$ cat src/rtl/fifo_wr_arbiter.sv
// fifo_wr_arbiter: round-robin write-port arbiter with burst hold in front of a sync FIFO.
// Define FIFO_WR_ARB_STATS_EN to add the stall_cnt/grant_cnt statistics outputs.
module fifo_wr_arbiter #(
  parameter int N         = 4,
  parameter int WIDTH     = 8,
  parameter int BURST_LEN = 4
) (
  input  logic               clk,
  input  logic               rst,
  input  logic [N-1:0]       req,
  input  logic [N*WIDTH-1:0] req_data,
  output logic [N-1:0]       gnt,
  input  logic               fifo_full,
  input  logic               fifo_almost_full,
  output logic               fifo_wr_en,
  output logic [WIDTH-1:0]   fifo_in,
  output logic               busy
`ifdef FIFO_WR_ARB_STATS_EN
  ,
  output logic [15:0]        stall_cnt,
  output logic [N*16-1:0]    grant_cnt
`endif
);
  localparam int PW = N > 1 ? $clog2(N) : 1;
  localparam int CW = $clog2(BURST_LEN + 1);
  typedef enum logic {IDLE, BURST} state_t;
  state_t r_state, w_state_nx;
  logic [PW-1:0] r_ptr, w_ptr_nx, w_pick, w_gidx, w_j;
  logic [CW-1:0] r_cnt, w_cnt_nx;
  logic [WIDTH-1:0] r_data;
  logic r_wr_en, r_busy, w_space_ok, w_found, w_grant;
  // the registered write still in flight consumes the last free slot
  assign w_space_ok = !fifo_full && !(r_wr_en && fifo_almost_full);
  always_comb begin
    w_found = 1'b0;
    w_pick = r_ptr;
    w_j = r_ptr;
    for (int k = N; k >= 1; k--) begin
      w_j = PW'((int'(r_ptr) + k) % N);
      if (req[w_j]) begin
        w_found = 1'b1;
        w_pick = w_j;
      end
    end
  end
  always_comb begin
    w_state_nx = r_state;
    w_ptr_nx = r_ptr;
    w_cnt_nx = r_cnt;
    w_grant = 1'b0;
    w_gidx = r_ptr;
    if (r_state == IDLE) begin
      if (w_space_ok && w_found) begin
        w_grant = 1'b1;
        w_gidx = w_pick;
        w_ptr_nx = w_pick;
        w_cnt_nx = CW'(1);
        w_state_nx = BURST_LEN > 1 ? BURST : IDLE;
      end
    end else if (req[r_ptr] && r_cnt < CW'(BURST_LEN)) begin
      if (w_space_ok) begin
        w_grant = 1'b1;
        w_cnt_nx = r_cnt + 1'b1;
      end
    end else begin
      w_state_nx = IDLE;
    end
  end
  assign gnt = (w_grant && !rst) ? N'(1) << w_gidx : '0;
  always_ff @(posedge clk or posedge rst) begin
    if (rst) begin
      r_state <= IDLE;
      r_ptr <= PW'(N - 1);
      r_cnt <= '0;
      r_wr_en <= 1'b0;
      r_data <= '0;
      r_busy <= 1'b0;
    end else begin
      r_state <= w_state_nx;
      r_ptr <= w_ptr_nx;
      r_cnt <= w_cnt_nx;
      r_wr_en <= w_grant;
      if (w_grant) r_data <= req_data[w_gidx*WIDTH +: WIDTH];
      r_busy <= w_state_nx == BURST;
    end
  end
  assign fifo_wr_en = r_wr_en;
  assign fifo_in = r_data;
  assign busy = r_busy;
`ifdef FIFO_WR_ARB_STATS_EN
  logic [15:0] r_stall;
  logic [N*16-1:0] r_gcnt;
  always_ff @(posedge clk or posedge rst) begin
    if (rst) begin
      r_stall <= '0;
      r_gcnt <= '0;
    end else begin
      if (|req && !w_space_ok && r_stall != 16'hFFFF) r_stall <= r_stall + 1'b1;
      for (int i = 0; i < N; i++)
        if (w_grant && w_gidx == PW'(i) && r_gcnt[i*16 +: 16] != 16'hFFFF)
          r_gcnt[i*16 +: 16] <= r_gcnt[i*16 +: 16] + 1'b1;
    end
  end
  assign stall_cnt = r_stall;
  assign grant_cnt = r_gcnt;
`endif
endmodule
$ cat config.mk
export PLATFORM = sky130hd
export DESIGN_NAME = fifo_wr_arbiter
export DESIGN_NICKNAME = d
export VERILOG_FILES = /design/src/rtl/fifo_wr_arbiter.sv
export SDC_FILE = /design/constraint.sdc
export NUM_CORES = 1
export LEC_CHECK = 0
export BUFFER_PORTS_ARGS = -buffer_cell sky130_fd_sc_hd__buf_2
export CELL_PAD_IN_SITES_DETAIL_PLACEMENT = 1
export CELL_PAD_IN_SITES_GLOBAL_PLACEMENT = 1
export CORE_MARGIN = 2
export CORE_UTILIZATION = 33
export DETAILED_ROUTE_END_ITERATION = 7
export PLACE_DENSITY = 0.79
export SLEW_MARGIN = 20
export SYNTH_ARGS = -nofsm -noshare
export SYNTH_HDL_FRONTEND = slang
export SYNTH_SLANG_ARGS = --single-unit
$ cat constraint.sdc
create_clock -name clk -period 1.8 [get_ports clk]
set_input_delay 0.18 -clock clk [delete_from_list [all_inputs] [get_ports clk]]
set_output_delay 0.18 -clock clk [all_outputs]
set_load 0.1 [all_outputs]
==> out/summary.log <==
qor: synth.average_cell_area_after_synthesis 7.98 sq um
qor: synth.cell_area_after_synthesis 1660 sq um
qor: grt.grt.overflow.total 0
qor: critical_path.critical_path_required 1620 ps
qor: clocking.insertion_delay 250 ps
qor: floorplan.io-pin-count 54
qor: critical_path.critical_path_buf_inv_count 2
qor: run_status.violations negative setup slack
qor: sta.final_period_minus_worst_setup_slack 2340 ps
qor: hold_path.hold_path_class primary input to async pin
qor: critical_path.critical_path.slowest_cell sky130_fd_sc_hd__dfstp_2
qor: layout.post-route-cell-area 2780 sq um
qor: clocking.htree_num_levels 1
qor: critical_path.crit_path_max_fanout 4
qor: clocking.clock_tree_from_tritoncts built
qor: grt.grt_use_total 0.244
qor: place.port_buffers 53
qor: grt.vias_in_the_first_global_route 2114
qor: sta.finalSetupViolations 16
qor: sta.finalMaxSlewViolations 0
qor: critical_path.critPathKind flop to output pin
qor: clocking.clk_pin_slew 60 ps
qor: route.route.detailed.drc 0
qor: route.detailroute.via_count 2067
qor: floorplan.rows 25
qor: power.power 4.77 mW
qor: job.cap_viol_max_count 0
qor: clocking.clock_tree.root_cell sky130_fd_sc_hd__clkbuf_8
qor: floorplan.floorplan.die_area 5610 sq um
qor: critical_path.startpoint_type flop
qor: run_status.status finished with violations
qor: layout.drive_gt1_frac 0.539
qor: synth.synthCells 208
qor: synth.synth_flop_cell sky130_fd_sc_hd__dfrtp_1
qor: layout.final_net_count 339
qor: clocking.ctsLongestPathBuffers 2
qor: sta.max_slew_margin 0.669
qor: place.placedInstanceArea 2330 sq um
qor: layout.postLayoutCoreUtil 0.581
qor: synth.synth_nets 249
qor: layout.layout.cells.most_common sky130_fd_sc_hd__buf_2
qor: synth.number_of_flops_mapped_to_enable_cells_by_yosys 0
qor: power.power_per_cell_area 1720 nW/um^2
qor: place.gp_routability_congestion 0.806
qor: synth.netlist_top_cells_area sky130_fd_sc_hd__dfrtp_1 (20%), sky130_fd_sc_hd__o32ai_1 (8.4%), sky130_fd_sc_hd__nand3b_1 (7.7%), sky130_fd_sc_hd__o31ai_1 (7.2%), sky130_fd_sc_hd__nand2b_1 (6.8%)
qor: synth.seq_area_frac_synth 0.228
qor: clocking.numCtsBuffers 3
qor: synth.postSynthRegisterBits 15
qor: floorplan.start_util 0.347
qor: synth.yosys_warnings 0
qor: critical_path.cp_data_arrival_time 2160 ps
qor: route.drt-total-wl 6.65 mm
qor: power.peakVddDrop 0.773 mV
qor: route.drtAntennaViolNets 0
qor: place.sum_of_net_half_perimeters_after_detailed_placement 4.54 mm
qor: sta.setup_slack -537 ps
qor: sta.maxClockFrequency 0.428 GHz
qor: synth.synth-async-reset-ratio 1.00
qor: route.drt_wl_cell 18.3 microns
qor: layout.syn_to_final_growth 67.6%
qor: grt.grt_first_pass_wirelength 10.4 mm
qor: floorplan.die_x 74.9 microns
qor: power.power_leakage 1.15 nW
qor: sta.worst_clock_skew_on_the_final_layout 5.67 ps
qor: layout.layout.cells.most_common_list sky130_fd_sc_hd__buf_2 (49), sky130_fd_sc_hd__buf_4 (37), sky130_fd_sc_hd__nand2b_1 (18), sky130_fd_sc_hd__nand3_1 (18)
qor: sta.final.setup.tns -4650 ps
qor: route.drt_iter0_markers 67
qor: critical_path.critical_path.endpoint_type output pin
qor: clocking.cts.sinks 15
qor: sta.timing_hold_violations_final 0
qor: sta.final_min_period_over_clock_period 1.30
qor: sta.fin_worst_hold_slack 383 ps
qor: floorplan.die_h 74.9 microns
qor: critical_path.maximum_cell_stage_delay_along_the_critical_path 550 ps
qor: critical_path.critical_path.cell_chain mux4_2, and3b_2, o21a_4, nand3_4, buf_6, nor2b_4, buf_12
qor: synth.synthDominantCellAreaShare 0.196
qor: sta.grt_setup_unrepaired yes
qor: synth.synth_cell_type_count 38
qor: route.routed_via_density 5.68
qor: route.drt_first_pass_iters 4
qor: grt.antenna_found_initial 0
qor: layout.n_antenna_cell 0
qor: synth.synth_top_area_cell sky130_fd_sc_hd__dfrtp_1
qor: grt.grt_max_degree 67
qor: floorplan.coreArea 4790 sq um
qor: sta.worst-slew-pin-transition 497 ps
qor: critical_path.worst_path_dominant_cell_family flip-flops
-- routing by layer --
metal | GRT usage | vias to the layer above | share of wire
met5 | 0 | - | 0
met4 | 0.0813 | 0 | 0.026
met3 | 0.0361 | 16 | 0.036
met2 | 0.430 | 62 | 0.52
met1 | 0.306 | 1015 | 0.42
li1 | - | 974 | -
-- registers in the layout (all words and copies together) (netlist names) --
signal	cells
fifo_in	8
r_cnt	3
r_ptr	2
busy	1
fifo_wr_en	1
-- tightest hold or removal path, stage by stage --
cell and delay (ps):
sky130_fd_sc_hd__dlygate4sd3_1 520, sky130_fd_sc_hd__buf_2 110, sky130_fd_sc_hd__inv_1 190
-- cell families (layout without fill, tap and decap cells) --
kind of cell / count (synthesis) / in the layout / synth area share
AO/OA/AOI/OAI: 70 / 70 / 0.311
adder cells (fa/ha/maj): 1 / 1 / 0.00754
AND/OR/NAND/NOR: 95 / 95 / 0.341
multiplexers: 2 / 2 / 0.0271
flip-flops: 15 / 15 / 0.228
buffers and inverters: 25 / 114 / 0.0860
-- power by group --
group	internal [mW]	switching, mW	leakage (nW)
sequential	0.532	0.143	0.171
clock	0.153	0.116	0.0255
combinational	1.51	2.32	0.950
total	2.19	2.58	1.15
-- per-stage QoR --
| stage | setup slack [ps] | std cells |
|---|---|---|
| global placement | -321 | 349 |
| finish | -537 | 364 |
| global route | -590 | 364 |
| detailed placement | -376 | 349 |
| floorplan | -632 | 208 |
| CTS | -506 | 362 |
-- synth_stat cells, drive strengths merged, types with 2 or more instances --
library cell and instances:
clkbuf 11, nor2b 3, a31oi 9, buf 11, a21oi 19, and3 16, o31ai 16, nand2b 18
a21o 2, o21a 2, dfstp 2, nor2 12, and3b 2, inv 3, nand2 2, dfrtp 13
o32ai 16, nand3 20, o21ai 3, nand3b 17
-- cell type report --
class                      instances  area (sq um)
fill                             578          2010
multi-input combinational        168          1390
timing repair buffer             107           867
sequential                        15           385
tap                               67          83.8
clock buffer                       3          41.3
inverter                           3          11.3
clock inverter                     1          5.00
-- path summary, 6_finish.rpt --
| path | startpoint | to | slack (ps) | cells after the start |
|---|---|---|---|---|
| worst max-delay path | r_ptr[1] | gnt[1] | -540 | 7 |
| worst min-delay path | rst | busy | 380 | 3 |
| worst max register to register | r_ptr[1] | fifo_in[0] | -290 | 7 |
| worst min register to register | r_cnt[1] | r_cnt[1] | 530 | 2 |
| max in group asynchronous | rst | r_ptr[1] | 890 | 4 |
| min in group clk | req_data[12] | fifo_in[4] | 420 | 4 |
-- timing repair --
item	4_1_cts	5_1_grt
pin swaps	16	8
cloned	1	0
hold endpoints to repair	1	0
setup endpoints to repair	16	18
setup buffers	7	3
resized for setup	47	16
hold buffers	1	0
Note: power is estimated with default switching activity, not from simulation.
